$ cat src/rtl/jumpy_pkg.sv
// Shared definitions for the jumpy_hawk frame sequencer: state and draw-target
// encodings and the default frame divider.
package jumpy_pkg;

  typedef enum logic [3:0] {
    ST_IDLE       = 4'd0,
    ST_WAIT_TICK  = 4'd1,
    ST_ERASE_BIRD = 4'd2,
    ST_ERASE_WALL = 4'd3,
    ST_UPDATE     = 4'd4,
    ST_DRAW_WALL  = 4'd5,
    ST_DRAW_BIRD  = 4'd6,
    ST_CHECK      = 4'd7,
    ST_GAMEOVER   = 4'd8,
    ST_CLEAR      = 4'd9
  } state_e;

  typedef enum logic [1:0] {
    OBJ_BIRD   = 2'd0,
    OBJ_WALL   = 2'd1,
    OBJ_SCREEN = 2'd2
  } obj_e;

  // 60 Hz frame tick from the 50 MHz board clock
  localparam int DEF_FRAME_DIV = 833333;
  localparam int DEF_CNT_W     = 20;

  // States that own one draw job on the pixel datapath
  function automatic logic is_draw_state(input state_e s);
    return (s == ST_ERASE_BIRD) || (s == ST_ERASE_WALL) ||
           (s == ST_DRAW_WALL)  || (s == ST_DRAW_BIRD)  || (s == ST_CLEAR);
  endfunction

endpackage

$ cat src/rtl/key_edge_sync.sv
// Two-flop synchronizer for an active-low push button followed by a registered
// falling-edge detector. fall_o pulses for one cycle, three cycles after the
// key goes low. All flops reset to "released".
module key_edge_sync (
  input  logic clk_i,
  input  logic reset_i,
  input  logic key_n_i,
  output logic fall_o
);

  logic sync1_q, sync2_q, prev_q, fall_q;

  // Synchronize the raw key and register a one-cycle press pulse
  always_ff @(posedge clk_i) begin
    if (reset_i) begin
      sync1_q <= 1'b1;
      sync2_q <= 1'b1;
      prev_q  <= 1'b1;
      fall_q  <= 1'b0;
    end else begin
      sync1_q <= key_n_i;
      sync2_q <= sync1_q;
      prev_q  <= sync2_q;
      fall_q  <= prev_q & ~sync2_q;
    end
  end

  assign fall_o = fall_q;

endmodule

$ cat src/rtl/frame_sequencer.sv
// Per-frame controller for the jumpy_hawk datapath. A free-running divider
// produces the frame tick; each frame the FSM erases bird and wall, advances
// physics, redraws wall and bird and checks for collision, issuing one draw
// job at a time over draw_start/draw_done.
// Handshake: draw_start is a one-cycle pulse in the first cycle of a draw
// state; draw_obj/draw_erase hold for the whole state; draw_done is a
// one-cycle pulse, ignored in the start cycle, and the state advances on the
// edge that samples it.
// Optional build macro FRAME_SEQUENCER_PAUSE_EN adds pause_n/paused.
module frame_sequencer
  import jumpy_pkg::*;
#(
  parameter int FRAME_DIV = DEF_FRAME_DIV,
  parameter int CNT_W     = DEF_CNT_W
) (
`ifdef FRAME_SEQUENCER_PAUSE_EN
  input  logic       pause_n,
  output logic       paused,
`endif
  input  logic       clk,
  input  logic       reset,
  input  logic       key_n,
  input  logic       draw_done,
  input  logic       collision,
  input  logic       wall_passed,
  output logic       draw_start,
  output logic [1:0] draw_obj,
  output logic       draw_erase,
  output logic       update_en,
  output logic       flap,
  output logic       score_inc,
  output logic       score_clr,
  output logic       game_over,
  output logic [3:0] state_out,
  output logic       missed_tick
);

  localparam logic [CNT_W-1:0] CNT_MAX = CNT_W'(FRAME_DIV - 1);

  state_e           state_q, state_d;
  logic [CNT_W-1:0] cnt_q, cnt_d;
  logic             tick;
  logic             pend_q, pend_d;
  logic             first_q;
  logic             flap_edge;
  logic             flap_ok;
  logic             pause_act;
  logic             done_ok;
  obj_e             obj;

  key_edge_sync u_flap_sync (
    .clk_i   (clk),
    .reset_i (reset),
    .key_n_i (key_n),
    .fall_o  (flap_edge)
  );

`ifdef FRAME_SEQUENCER_PAUSE_EN
  logic pause_edge;
  logic paused_q;

  key_edge_sync u_pause_sync (
    .clk_i   (clk),
    .reset_i (reset),
    .key_n_i (pause_n),
    .fall_o  (pause_edge)
  );

  // Pause flag toggles per press and drops when the game ends
  always_ff @(posedge clk) begin
    if (reset) begin
      paused_q <= 1'b0;
    end else if (state_d == ST_GAMEOVER && state_q != ST_GAMEOVER) begin
      paused_q <= 1'b0;
    end else if (pause_edge) begin
      paused_q <= ~paused_q;
    end
  end

  assign pause_act = paused_q;
  assign paused    = paused_q;
`else
  assign pause_act = 1'b0;
`endif

  // Frame divider: tick marks the last count of each frame period
  always_comb begin
    tick  = (cnt_q == CNT_MAX);
    cnt_d = tick ? '0 : cnt_q + 1'b1;
  end

  // State, divider, pending-flap and draw-start-cycle registers
  always_ff @(posedge clk) begin
    if (reset) begin
      state_q <= ST_IDLE;
      cnt_q   <= '0;
      pend_q  <= 1'b0;
      first_q <= 1'b0;
    end else begin
      state_q <= state_d;
      cnt_q   <= cnt_d;
      pend_q  <= pend_d;
      first_q <= is_draw_state(state_d) && (state_d != state_q);
    end
  end

  // Next state and per-state outputs
  always_comb begin
    state_d    = state_q;
    obj        = OBJ_BIRD;
    draw_erase = 1'b0;
    update_en  = 1'b0;
    flap       = 1'b0;
    score_inc  = 1'b0;
    score_clr  = 1'b0;
    game_over  = 1'b0;
    flap_ok    = flap_edge && !pause_act;
    done_ok    = draw_done && !first_q;
    case (state_q)
      ST_IDLE: begin
        if (flap_edge) begin
          state_d   = ST_CLEAR;
          score_clr = 1'b1;
        end
      end
      ST_CLEAR: begin
        obj        = OBJ_SCREEN;
        draw_erase = 1'b1;
        if (done_ok) state_d = ST_WAIT_TICK;
      end
      ST_WAIT_TICK: begin
        if (tick && !pause_act) state_d = ST_ERASE_BIRD;
      end
      ST_ERASE_BIRD: begin
        obj        = OBJ_BIRD;
        draw_erase = 1'b1;
        if (done_ok) state_d = ST_ERASE_WALL;
      end
      ST_ERASE_WALL: begin
        obj        = OBJ_WALL;
        draw_erase = 1'b1;
        if (done_ok) state_d = ST_UPDATE;
      end
      ST_UPDATE: begin
        update_en = 1'b1;
        // A press landing in this very cycle joins the current flap
        flap      = pend_q | flap_ok;
        state_d   = ST_DRAW_WALL;
      end
      ST_DRAW_WALL: begin
        obj = OBJ_WALL;
        if (done_ok) state_d = ST_DRAW_BIRD;
      end
      ST_DRAW_BIRD: begin
        obj = OBJ_BIRD;
        if (done_ok) state_d = ST_CHECK;
      end
      ST_CHECK: begin
        if (collision) begin
          state_d = ST_GAMEOVER;
        end else begin
          score_inc = wall_passed;
          state_d   = ST_WAIT_TICK;
        end
      end
      ST_GAMEOVER: begin
        game_over = 1'b1;
        if (flap_edge) begin
          state_d   = ST_CLEAR;
          score_clr = 1'b1;
        end
      end
      default: state_d = ST_IDLE;
    endcase
  end

  // Flap latch: set during a running frame, consumed by the physics update
  always_comb begin
    pend_d = pend_q;
    if (state_q == ST_UPDATE) begin
      pend_d = 1'b0;
    end else if (flap_ok && (state_q == ST_WAIT_TICK || is_draw_state(state_q))) begin
      pend_d = 1'b1;
    end
  end

  // Draw launch pulse and overrun indication
  always_comb begin
    draw_start  = is_draw_state(state_q) && first_q;
    missed_tick = tick && (state_q != ST_WAIT_TICK) &&
                  (state_q != ST_IDLE) && (state_q != ST_GAMEOVER);
  end

  assign draw_obj  = logic'(1'b0) ? 2'b00 : obj;
  assign state_out = state_q;

endmodule
$ cat config.mk
export PLATFORM = sky130hd
export DESIGN_NAME = frame_sequencer
export DESIGN_NICKNAME = d
export VERILOG_FILES = /design/src/rtl/jumpy_pkg.sv /design/src/rtl/key_edge_sync.sv /design/src/rtl/frame_sequencer.sv
export SDC_FILE = /design/constraint.sdc
export NUM_CORES = 1
export LEC_CHECK = 0
export BUFFER_PORTS_ARGS = -buffer_cell sky130_fd_sc_hd__buf_2
export CAP_MARGIN = 10
export CORE_UTILIZATION = 50
export CTS_BUF_LIST = sky130_fd_sc_hd__clkbuf_4
export DETAILED_ROUTE_END_ITERATION = 7
export PLACE_DENSITY = 0.79
export SYNTH_ARGS = -nofsm -noshare
export SYNTH_HDL_FRONTEND = slang
export SYNTH_SLANG_ARGS = --single-unit
$ cat constraint.sdc
create_clock -name clk -period 3.1 [get_ports clk]
set_clock_uncertainty 0.2 [all_clocks]
set_input_delay 0.775 -clock clk [delete_from_list [all_inputs] [get_ports clk]]
set_output_delay 0.775 -clock clk [all_outputs]
set_load 0.05 [all_outputs]
==> reports/results.md, run 1 <==
### Detailed routing
• 12.1 um — post-detailed-route wirelength per cell
• 5.50 — Vias/cell
• 1,363 — detailed-route via count
• 3000 um — final routed wirelength across all metal layers
• 1 — drc violations
• 6 — first-pass iteration count of the detailed router
• 0 — number of nets with antenna violations after routing
• 89 — count of routing violations after the opening detailed-route iteration

### STA
• 0 — number of endpoints failing setup at the final stage
• 3000 ps — shortest clock period the worst path allows after layout
• 211 ps — worst hold margin
• 55.6% — worst slew margin relative to its limit
• 96.7% — final worst-path cycle share
• 0 — final count of hold timing violations
• 664 ps — transition time of the tightest slew-check pin
• 0 — Final Max Slew Viols
• 333 MHz — FMAX
• 0 ps — setup TNS

### Layout
• 225 — Nets
• 1740 um^2 — Final Cell Area
• 11.7% — layout overhead on the synthesized area
• 0 — number of antenna cells inserted
• 248 — number of cells in the finished layout apart from fillers
• 18.9% — proportion of layout cells with a drive suffix above 1

### Yosys
• 7.81 um^2 — Mapped Avg Cell Area
• 38.5% — share of synthesized area occupied by flip-flops and latches
• 0 — Synthesis Warnings
• 1560 um^2 — post-synthesis cell area
• 38.5% — post-synth top area share
• nor2_1 — top-count cell post-synth
• dfxtp_1 — largest area contributor in the netlist
• 0 — number of synthesized flops with an enable pin
• 208 — net count after synthesis
• 30 — FF+latch count, synth
• 39 — number of distinct library cells after synthesis
• dfxtp_1 (38%), nor2_1 (9.6%), xor2_1 (6.2%) — ranking of synthesized cells by area
• dfxtp_1 — predominant post-synthesis flop cell
• nor2_1 (40), dfxtp_1 (30), nand2_1 (16) — leading cell types by count after synthesis
• 0% — Async SR Flop Fraction
• 200 — post-synthesis cell count

### Flow run
• 0 — total of max-cap violations

### Clocking
• 0 — cts-stage hold buffer count
• 320 ps — Clock Latency Late Sink
• 30 — number of sinks handled by clock tree synthesis
• 5 — number of buffers created by CTS
• 80 ps — Clock transition at path regs
• 2 — maximum clock insertion buffer count
• done — CTS tree
• clkbuf_4 — CTS root buf
• 2 — CTS H-tree depth

### Place
• 2040 um — Post-DP HPWL
• 19 — port buffer count
• 0.828 — GPL Wtd Cong
• 240 — Placed Cells incl. Taps
• 1680 um^2 — placed cell areas

### Outcome
• finished with violations — status
• design-rule violations — violations in the final reports

### Setup path
• cnt_q[2]$_SDFF_PP0_ — Reg-to-Reg End
• 2020 ps — CP Data Arrival Time
• 700 ps — worst-case register-to-register setup slack
• 2120 ps — data required time of the critical path
• cnt_q[7]$_SDFF_PP0_ — worst flop-to-flop path startpoint
• 6 — critical path peak fanout
• reg2out — Crit Path Category
• flip-flop — type of element launching the critical path
• primary output — nature of the critical path endpoint
• 5 — R2R depth
• cnt_q[7]$_SDFF_PP0_ — Worst Setup SP

### Floorplan
• 54.7% — Initial Utilization
• 2850 um^2 — standard cell core area
• 3350 um^2 — area of the die
• 57.9 um — Die H
• 19 — site row count
• 20 — number of top-level design ports
• 57.9 um — die extent in x

### Global routing
• 1,134 — via count of the first global-routing pass
• 21 — maximum number of pins on one net before global-route repair
• 0 — initial antenna violation count
• 0 — aggregate global routing overflow
• 4890 um — global-route wire length before repair
• 19.0% — all-layer global routing usage

### Pwr
• 400 uV — Max VDD drop
• 386 nW/um^2 — ratio of total power to cell area
• 0.000674 uW — standby leakage power

### Min path
• reg2reg — path class of the lowest-slack min-delay path
• 2 — Min-Delay Path Depth
• u_flap_sync.fall_o$_SDFF_PP0_ — hold endpoint
• u_flap_sync.prev_q$_SDFF_PP1_ — launch point of the worst hold path

[what timing repair did]
item	CTS	global route
pin swaps	0	1
hold endpoints to repair	0	0
setup endpoints to repair	1	1
setup buffers	0	1
resized for setup	1	1
[critical path, stage by stage, from the launching register on]
cell and delay [ps]:
dfxtp_1 360, or4b_1 540, nor3_2 220, nand4b_1 200
a21oi_1 170, buf_4 220
[power by group]
group          total (uW)  internal (uW)  switching (uW)
combinational        48.4           18.3            30.1
clock                 225            103             122
sequential            400            391            8.31
[registers in the layout, summed over array words and instances, names as in the netlist]
| name | flops |
|---|---|
| cnt_q | 20 |
| state_out | 4 |
| first_q | 1 |
| pend_q | 1 |
| u_flap_sync.fall_o | 1 |
| u_flap_sync.prev_q | 1 |
| u_flap_sync.sync1_q | 1 |
| u_flap_sync.sync2_q | 1 |
[layer usage]
layer  wire length, um  track usage (%)  vias to the layer above
met5                 0                0                        -
met4                46             7.14                        0
met3               149             6.03                        4
met2              1360             29.1                       37
met1              1450             25.1                      614
li1                  -                -                      708
[cell families (layout without fill, tap and decap cells)]
logic type	Yosys count	in the layout	synth area share, %
flops	30	30	38.5
buf+inv	17	34	4.49
fa+ha+maj	2	2	1.60
compound gates	24	24	10.4
simple gates	107	107	33.7
xor+xnor	19	19	10.7
mux	1	1	0.641
[area by class of cell]
cell class / instances / area [um^2]
well taps: 31 / 38.8
multi-input cells: 153 / 917
fillers: 257 / 1110
flip-flops and latches: 30 / 601
inverters: 6 / 22.5
clock buffers: 7 / 52.6
repair buffers: 21 / 113
[through the flow]
| step | total power (uW) | util, % | setup slack, ps |
|---|---|---|---|
| 2_1_floorplan | 446 | - | -471 |
| 3_3_place_gp | 456 | 58.8 | 400 |
| 3_5_place_dp | 457 | 58.8 | 349 |
| 4_1_cts | 679 | 60.7 | 40.3 |
| 5_1_grt | 702 | 61.1 | -29.8 |
| 6_report | 673 | 61.1 | 101 |
[worst max-delay path by stage]
stage             endpoint  slack (ps)  cells past startpoint
6_report       missed_tick         100                      5
4_1_cts        missed_tick          40                      5
2_1_floorplan         flap        -470                      5
3_3_place_gp   missed_tick         400                      5
5_1_grt        missed_tick         -30                      5
3_5_place_dp   missed_tick         350                      5
[cells in the final DEF, fill, tap and decap left out, types with 2 or more instances in the layout]
cell type  Yosys  final
nand2b_1       7      7
nor2_2         0      2
nor3_2         0      2
and2_1         2      2
xnor2_1        8      8
nor2_1        40     38
nand4b_1       2      2
o21ai_0        3      3
inv_1          6      6
buf_4          1      3
a21oi_1       10     10
nand4_1        4      4
ha_1           2      2
xor2_1        11     11
nor2b_1        2      2
buf_2          2     18
or2_2          3      3
nand2_1       16     16
dfxtp_1       30     30
or3_1          3      3
nor3_1        12     10
and3_1         2      2
clkbuf_4       0      7
a311oi_1       2      2
nand3_1        8      8
Power figures use the tool's default switching activity.
==> inputs of run 2 (changes only) <==
--- a/config.mk
+++ b/config.mk
@@ -7,10 +7,11 @@
 export LEC_CHECK = 0
 export BUFFER_PORTS_ARGS = -buffer_cell sky130_fd_sc_hd__buf_2
 export CAP_MARGIN = 10
-export CORE_UTILIZATION = 50
+export CORE_UTILIZATION = 61
 export CTS_BUF_LIST = sky130_fd_sc_hd__clkbuf_4
 export DETAILED_ROUTE_END_ITERATION = 7
-export PLACE_DENSITY = 0.79
+export PLACE_DENSITY = 0.92
 export SYNTH_ARGS = -nofsm -noshare
 export SYNTH_HDL_FRONTEND = slang
 export SYNTH_SLANG_ARGS = --single-unit
+export TNS_END_PERCENT = 20
==> constraint.sdc (replaced) <==
create_clock -name clk -period 3.59 [get_ports clk]
set_clock_uncertainty 0.2 [all_clocks]
set_input_delay 0.8975 -clock clk [delete_from_list [all_inputs] [get_ports clk]]
set_output_delay 0.8975 -clock clk [all_outputs]
set_load 0.05 [all_outputs]
==> run 2 against run 1 <==
  * The flow now finishes without violations
  * Final area shrank 2.1%
  * Largest cell class unchanged
  * Power fell by 14%
  * First-iteration DRC count fell by 48%
  * Critical endpoint unchanged
  * Clock power fell by 16%
  * Hold slack improved by 5.6 ps
==> reports/results.md, run 2 (synthesized netlist as in run 1, its figures left out) <==
### Floorplan
• 2320 um^2 — standard cell core area, was 2850 um^2
• 67.4% — Initial Utilization, was 54.7%
• 20 — number of top-level design ports, unchanged
• 52.6 um — Die H, was 57.9 um
• 52.6 um — die extent in x, was 57.9 um
• 17 — site row count, was 19
• 2770 um^2 — area of the die, was 3350 um^2

### Setup path
• cnt_q[8]$_SDFF_PP0_ — Reg-to-Reg End, was cnt_q[2]$_SDFF_PP0_
• cnt_q[7]$_SDFF_PP0_ — worst flop-to-flop path startpoint, unchanged
• missed_tick — crit path to, unchanged
• flip-flop — type of element launching the critical path, unchanged
• 6 — critical path peak fanout, unchanged
• 520 ps — delay of the slowest cell on the worst path, was 540 ps
• reg2out — Crit Path Category, unchanged
• 2490 ps — data required time of the critical path, was 2120 ps
• 1130 ps — worst-case register-to-register setup slack, was 700 ps
• cnt_q[7]$_SDFF_PP0_ — Worst Setup SP, unchanged
• primary output — nature of the critical path endpoint, unchanged
• or4b_1 -> nor3_1 -> nand4b_1 -> a21oi_1 -> buf_2 — chain of cells forming the critical path, was or4b_1 -> nor3_2 -> nand4b_1 -> a21oi_1 -> buf_4
• or4b_1 — worst-path cell with the longest stage delay, unchanged
• 2140 ps — CP Data Arrival Time, was 2020 ps
• 5 — R2R depth, unchanged

### STA
• 309 MHz — FMAX
• 0 — number of endpoints failing setup at the final stage, unchanged
• 54.9% — worst slew margin relative to its limit, was 55.6%
• 217 ps — worst hold margin, was 211 ps
• 0 — final count of hold timing violations, unchanged
• 676 ps — transition time of the tightest slew-check pin, was 664 ps
• 0 — Final Max Slew Viols, unchanged
• 352 ps — Worst Slack Setup Final, was 101 ps
• false — setup repair after global routing missed its margin
• 90.2% — final worst-path cycle share
• 3240 ps — shortest clock period the worst path allows after layout

### Detailed routing
• 5.77 — Vias/cell, was 5.50
• 0 — drc violations, was 1
• 46 — count of routing violations after the opening detailed-route iteration, was 89
• 0 — number of nets with antenna violations after routing, unchanged
• 13.5 um — post-detailed-route wirelength per cell, was 12.1 um
• 1,409 — detailed-route via count, was 1,363
• 4 — first-pass iteration count of the detailed router, was 6
• 3290 um — final routed wirelength across all metal layers, was 3000 um

### Layout
• 9.38% — layout overhead on the synthesized area, was 11.7%
• 0 — number of antenna cells inserted, unchanged
• 244 — number of cells in the finished layout apart from fillers, was 248
• cnt_q — register name with the most flops, unchanged
• 16.7% — proportion of layout cells with a drive suffix above 1, was 18.9%
• 1710 um^2 — Final Cell Area, was 1740 um^2
• 223 — Nets, was 225
• nor2_1 — most common cell after layout, fill and taps aside, unchanged
• 182 — # fillers, was 257
• 20 — number of flip-flops in the largest register, unchanged
• nor2_1 (38), dfxtp_1 (30), buf_2 (19) — most frequent cells in the layout, was nor2_1 (38), dfxtp_1 (30), buf_2 (18)

### Global routing
• 23 — maximum number of pins on one net before global-route repair, was 21
• 0 — aggregate global routing overflow, unchanged
• 26.5% — all-layer global routing usage, was 19.0%
• 1,248 — via count of the first global-routing pass, was 1,134
• 0 — initial antenna violation count, unchanged
• 5290 um — global-route wire length before repair, was 4890 um

### Pwr
• 577 uW — total power consumption of the routed design, was 673 uW
• 426 uW — internal power consumption, was 512 uW
• 60.0% — part of the power in registers, was 59.4%
• 152 uW — power spent charging and discharging nets, was 161 uW
• 26.2% — switching power as a share of total power, was 23.9%
• 32.9% — part of the total power dissipated in the clock network, was 33.4%
• 0.000659 uW — standby leakage power, was 0.000674 uW
• 338 nW/um^2 — ratio of total power to cell area, was 386 nW/um^2
• 7.1% — Combinational Power Share, was 7.2%
• 402 uV — Max VDD drop, was 400 uV

### Clocking
• 5 — number of buffers created by CTS, unchanged
• 0 — cts-stage hold buffer count, unchanged
• 30 — number of sinks handled by clock tree synthesis, unchanged
• 0 — number of post-CTS setup repair buffers, unchanged
• clkbuf_4 — CTS root buf, unchanged
• 2 — CTS H-tree depth, unchanged
• 2 — maximum clock insertion buffer count, unchanged
• done — CTS tree, unchanged
• 90 ps — Clock transition at path regs, was 80 ps
• 330 ps — Clock Latency Late Sink, was 320 ps
• 0 — Gates resized, CTS repair, was 1

### Outcome
• finished clean — status, was finished with violations

### Min path
• reg2reg — path class of the lowest-slack min-delay path, unchanged

### Place
• 19 — port buffer count, unchanged
• 0.849 — GPL Wtd Cong, was 0.828
• 236 — Placed Cells incl. Taps, was 240
• 740 ps — post-placement setup slack, was 349 ps
• 2370 um — Post-DP HPWL, was 2040 um
• 1650 um^2 — placed cell areas, was 1680 um^2

### Flow run
• 0 — total of max-cap violations, unchanged

==> run 2: stage by stage <==
stage                     TNS (ps)  util, %
after floorplan               -212        -
after global placement           0     71.3
after detailed placement         0     71.3
after CTS                        0     73.7
after global routing             0     73.7
final                            0     73.7
==> run 2: layout make-up <==
class	count	area [um^2]	share of cell area, %
well taps	28	35.0	2.05
inverters	6	22.5	1.32
clock buffers	5	37.5	2.20
flip-flops and latches	30	601	35.2
multi-input cells	153	901	52.7
clock inverters	3	16.3	0.952
repair buffers	19	95.1	5.57
==> run 2: layer usage <==
layer  vias to the layer above  track usage [%]  part of all wire, %
li1                        708                -                    -
met1                       655             30.2                   42
met4                         0             13.2                  1.8
met2                        39             44.3                   51
met5                         -                0                    0
met3                         7             8.12                  4.5
==> run 2: worst max-delay path: cells and delay by family (launching register included) <==
kind	cells	cell delay, ps
simple gates	3	980
buf+inv	1	280
flops	1	380
compound gates	1	190
==> run 2: power groups by stage <==
stage	combinational, uW	sequential (uW)	clock [uW]
floorplan	32.3	352	0
global placement	38.4	354	0
detailed placement	40.7	354	0
CTS	41.1	346	190
global route	44.9	348	206
finish	41.1	347	190
==> run 2: worst min path at each step <==
stage | startpoint | endpoint | slack (ps) | cells after the start
2_1_floorplan | u_flap_sync.sync1_q$_SDFF_PP1_ | u_flap_sync.sync2_q$_SDFF_PP1_ | 190 | 1
3_3_place_gp | u_flap_sync.prev_q$_SDFF_PP1_ | u_flap_sync.fall_o$_SDFF_PP0_ | 200 | 2
3_5_place_dp | u_flap_sync.sync1_q$_SDFF_PP1_ | u_flap_sync.sync2_q$_SDFF_PP1_ | 190 | 1
4_1_cts | u_flap_sync.sync1_q$_SDFF_PP1_ | u_flap_sync.sync2_q$_SDFF_PP1_ | 220 | 1
5_1_grt | u_flap_sync.prev_q$_SDFF_PP1_ | u_flap_sync.fall_o$_SDFF_PP0_ | 230 | 2
6_report | u_flap_sync.sync1_q$_SDFF_PP1_ | u_flap_sync.sync2_q$_SDFF_PP1_ | 220 | 1
==> inputs of run 3 (changes only) <==
--- a/config.mk
+++ b/config.mk
@@ -7,10 +7,12 @@
 export LEC_CHECK = 0
 export BUFFER_PORTS_ARGS = -buffer_cell sky130_fd_sc_hd__buf_2
 export CAP_MARGIN = 10
-export CORE_UTILIZATION = 61
+export CORE_ASPECT_RATIO = 1.2
+export CORE_MARGIN = 1.5
+export CORE_UTILIZATION = 53
 export CTS_BUF_LIST = sky130_fd_sc_hd__clkbuf_4
 export DETAILED_ROUTE_END_ITERATION = 7
-export PLACE_DENSITY = 0.92
+export PLACE_DENSITY = 0.86
 export SYNTH_ARGS = -nofsm -noshare
 export SYNTH_HDL_FRONTEND = slang
 export SYNTH_SLANG_ARGS = --single-unit
==> constraint.sdc (replaced) <==
create_clock -name clk -period 2.9 [get_ports clk]
set_clock_uncertainty 0.2 [all_clocks]
set_input_delay 0.725 -clock clk [delete_from_list [all_inputs] [get_ports clk]]
set_output_delay 0.725 -clock clk [all_outputs]
set_load 0.05 [all_outputs]
==> run 3 against run 2 <==
  * Clock-buffer cell count is the same
  * Sequential cell count stayed put
  * Power rose by 19%
  * Final cell count rose by 3.7%
  * Largest power group unchanged
  * Final area grew 2.8%
  * Die area is 19% higher
  * Clock power rose by 8%
  * Non-clock buffer count rose by 5
  * Critical path type unchanged
  * Utilization down 11 points
  * Sequential share of layout area decreased by 0.88 points
  * Combinational power up 33%
  * Critical path depth unchanged
==> reports/results.md, run 3 (synthesized netlist as in run 1, its figures left out) <==
### Place
• 0.791 — GPL Wtd Cong, was 0.849
• 250 ps — post-placement setup slack, was 740 ps
• 19 — port buffer count, unchanged
• 2140 um — Post-DP HPWL, was 2370 um
• 246 — Placed Cells incl. Taps, was 236

### Layout
• cnt_q — register name with the most flops, unchanged
• nor2_1 (38), dfxtp_1 (29), buf_2 (18) — most frequent cells in the layout, was nor2_1 (38), dfxtp_1 (30), buf_2 (19)
• 602 um^2 — sequential cell area, was 601 um^2
• 253 — number of cells in the finished layout apart from fillers, was 244
• 12.4% — layout overhead on the synthesized area, was 9.38%
• 228 — Nets, was 223
• 20 — number of flip-flops in the largest register, unchanged
• 0 — number of antenna cells inserted, unchanged
• 19.2% — proportion of layout cells with a drive suffix above 1, was 16.7%
• 912 um^2 — Multi-input gate area, was 901 um^2
• 266 — # fillers, was 182
• nor2_1 — most common cell after layout, fill and taps aside, unchanged

### Setup path
• reg2out — Crit Path Category, unchanged
• 520 ps — delay of the slowest cell on the worst path, about the same
• or4b_1 -> nor3_2 -> nand4b_1 -> a21oi_1 -> buf_4 — chain of cells forming the critical path, was or4b_1 -> nor3_1 -> nand4b_1 -> a21oi_1 -> buf_2
• flip-flop — type of element launching the critical path, unchanged
• primary output — nature of the critical path endpoint, unchanged
• 1880 ps — CP Data Arrival Time, was 2140 ps
• or4b_1 — worst-path cell with the longest stage delay, unchanged
• 6 — critical path peak fanout, unchanged
• 1980 ps — data required time of the critical path, was 2490 ps
• 7 — R2R depth, was 5
• 630 ps — worst-case register-to-register setup slack, was 1130 ps

### Detailed routing
• 0 — drc violations, unchanged
• 4 — first-pass iteration count of the detailed router, unchanged
• 0 — number of nets with antenna violations after routing, unchanged
• 2980 um — final routed wirelength across all metal layers, was 3290 um
• 5.39 — Vias/cell, was 5.77
• 11.8 um — post-detailed-route wirelength per cell, was 13.5 um
• 23 — count of routing violations after the opening detailed-route iteration, was 46
• 1,364 — detailed-route via count, was 1,409

### Global routing
• 21 — maximum number of pins on one net before global-route repair, was 23
• 1,208 — via count of the first global-routing pass, was 1,248
• 4930 um — global-route wire length before repair, was 5290 um
• 0 — initial antenna violation count, unchanged
• 0 — aggregate global routing overflow, unchanged
• 20.1% — all-layer global routing usage, was 26.5%

### STA
• 0 — number of endpoints failing setup at the final stage, unchanged
• 593 ps — transition time of the tightest slew-check pin, was 676 ps
• true — setup repair after global routing missed its margin, was false
• 0 — Final Max Slew Viols, unchanged
• 2810 ps — shortest clock period the worst path allows after layout
• 220 ps — worst hold margin, was 217 ps
• 90.9 ps — Worst Slack Setup Final, was 352 ps
• 96.9% — final worst-path cycle share
• 60.4% — worst slew margin relative to its limit, was 54.9%
• 356 MHz — FMAX
• 0 — final count of hold timing violations, unchanged

### Flow run
• 0 — total of max-cap violations, unchanged

### Clocking
• 80 ps — Clock transition at path regs, was 90 ps
• 330 ps — Clock Latency Late Sink, about the same
• 0 — cts-stage hold buffer count, unchanged
• clkbuf_4 — CTS root buf, unchanged
• 5 — number of buffers created by CTS, unchanged
• 2 — CTS H-tree depth, unchanged
• 2 — maximum clock insertion buffer count, unchanged
• 30 — number of sinks handled by clock tree synthesis, unchanged
• done — CTS tree, unchanged

### Outcome
• finished clean — status, unchanged

### Min path
• 2 — Min-Delay Path Depth, was 1
• reg2reg — path class of the lowest-slack min-delay path, unchanged

### Floorplan
• 3280 um^2 — area of the die, was 2770 um^2
• 2790 um^2 — standard cell core area, was 2320 um^2
• 52.6 um — die extent in x, about the same
• 56.1% — Initial Utilization, was 67.4%
• 62.5 um — Die H, was 52.6 um
• 20 — number of top-level design ports, unchanged
• 21 — site row count, was 17

### Pwr
• 281 uV — Max VDD drop, was 402 uV
• 0.000682 uW — standby leakage power, was 0.000659 uW
• 392 nW/um^2 — ratio of total power to cell area, was 338 nW/um^2

## run 3: layout make-up
class / count / share of cell area [%]
well taps: 34 / 2.42
multi-input cells: 153 / 52.0
repair buffers: 24 / 7.70
clock buffers: 5 / 2.14
flip-flops and latches: 30 / 34.3
inverters: 6 / 1.28
clock inverters: 1 / 0.214
## run 3: worst paths after layout
path                                   endpoint                     startpoint
setup / recovery                    missed_tick            cnt_q[7]$_SDFF_PP0_
hold / removal    u_flap_sync.fall_o$_SDFF_PP0_  u_flap_sync.prev_q$_SDFF_PP1_
setup reg to reg             first_q$_SDFF_PP0_            cnt_q[7]$_SDFF_PP0_
hold reg to reg   u_flap_sync.fall_o$_SDFF_PP0_  u_flap_sync.prev_q$_SDFF_PP1_
## run 3: metrics by stage
step	total power [uW]	utilization (%)	cell area [um^2]	setup TNS, ps
after floorplan	476	-	1580	-2480
after global placement	489	61.0	1700	0
after detailed placement	492	61.0	1700	0
after CTS	697	62.8	1750	0
after global routing	718	63.0	1760	-9.73
final	688	63.0	1760	0
## run 3: report_power, final
part           total, uW  internal, uW  leakage, uW  switching (uW)
Sequential           427           418     0.000244            8.67
Clock                206          82.4    0.0000246             124
Combinational       54.8          21.8     0.000414            33.0
Total                688           522     0.000682             166
## run 3: routing by layer
layer,part of all wire (%),track usage [%],vias up
li1,-,-,716
met1,42,21.2,614
met2,52,34.7,30
met3,4.3,6.46,4
met4,1.6,9.62,0
met5,0,0,-
## run 3: repair_timing
action / CTS / global route
gates resized for setup: 1 / 2
setup buffers: 1 / 0
setup endpoints to repair: 1 / 2
pin swaps: 1 / 0
## run 3: critical path, delay by kind of cell (launching register included)
| family | cells | cell delay [ps] |
|---|---|---|
| and+or+nand+nor | 3 | 840 |
| DFF | 1 | 360 |
| buffers and inverters | 1 | 210 |
| AOI/OAI and AO/OA | 1 | 150 |
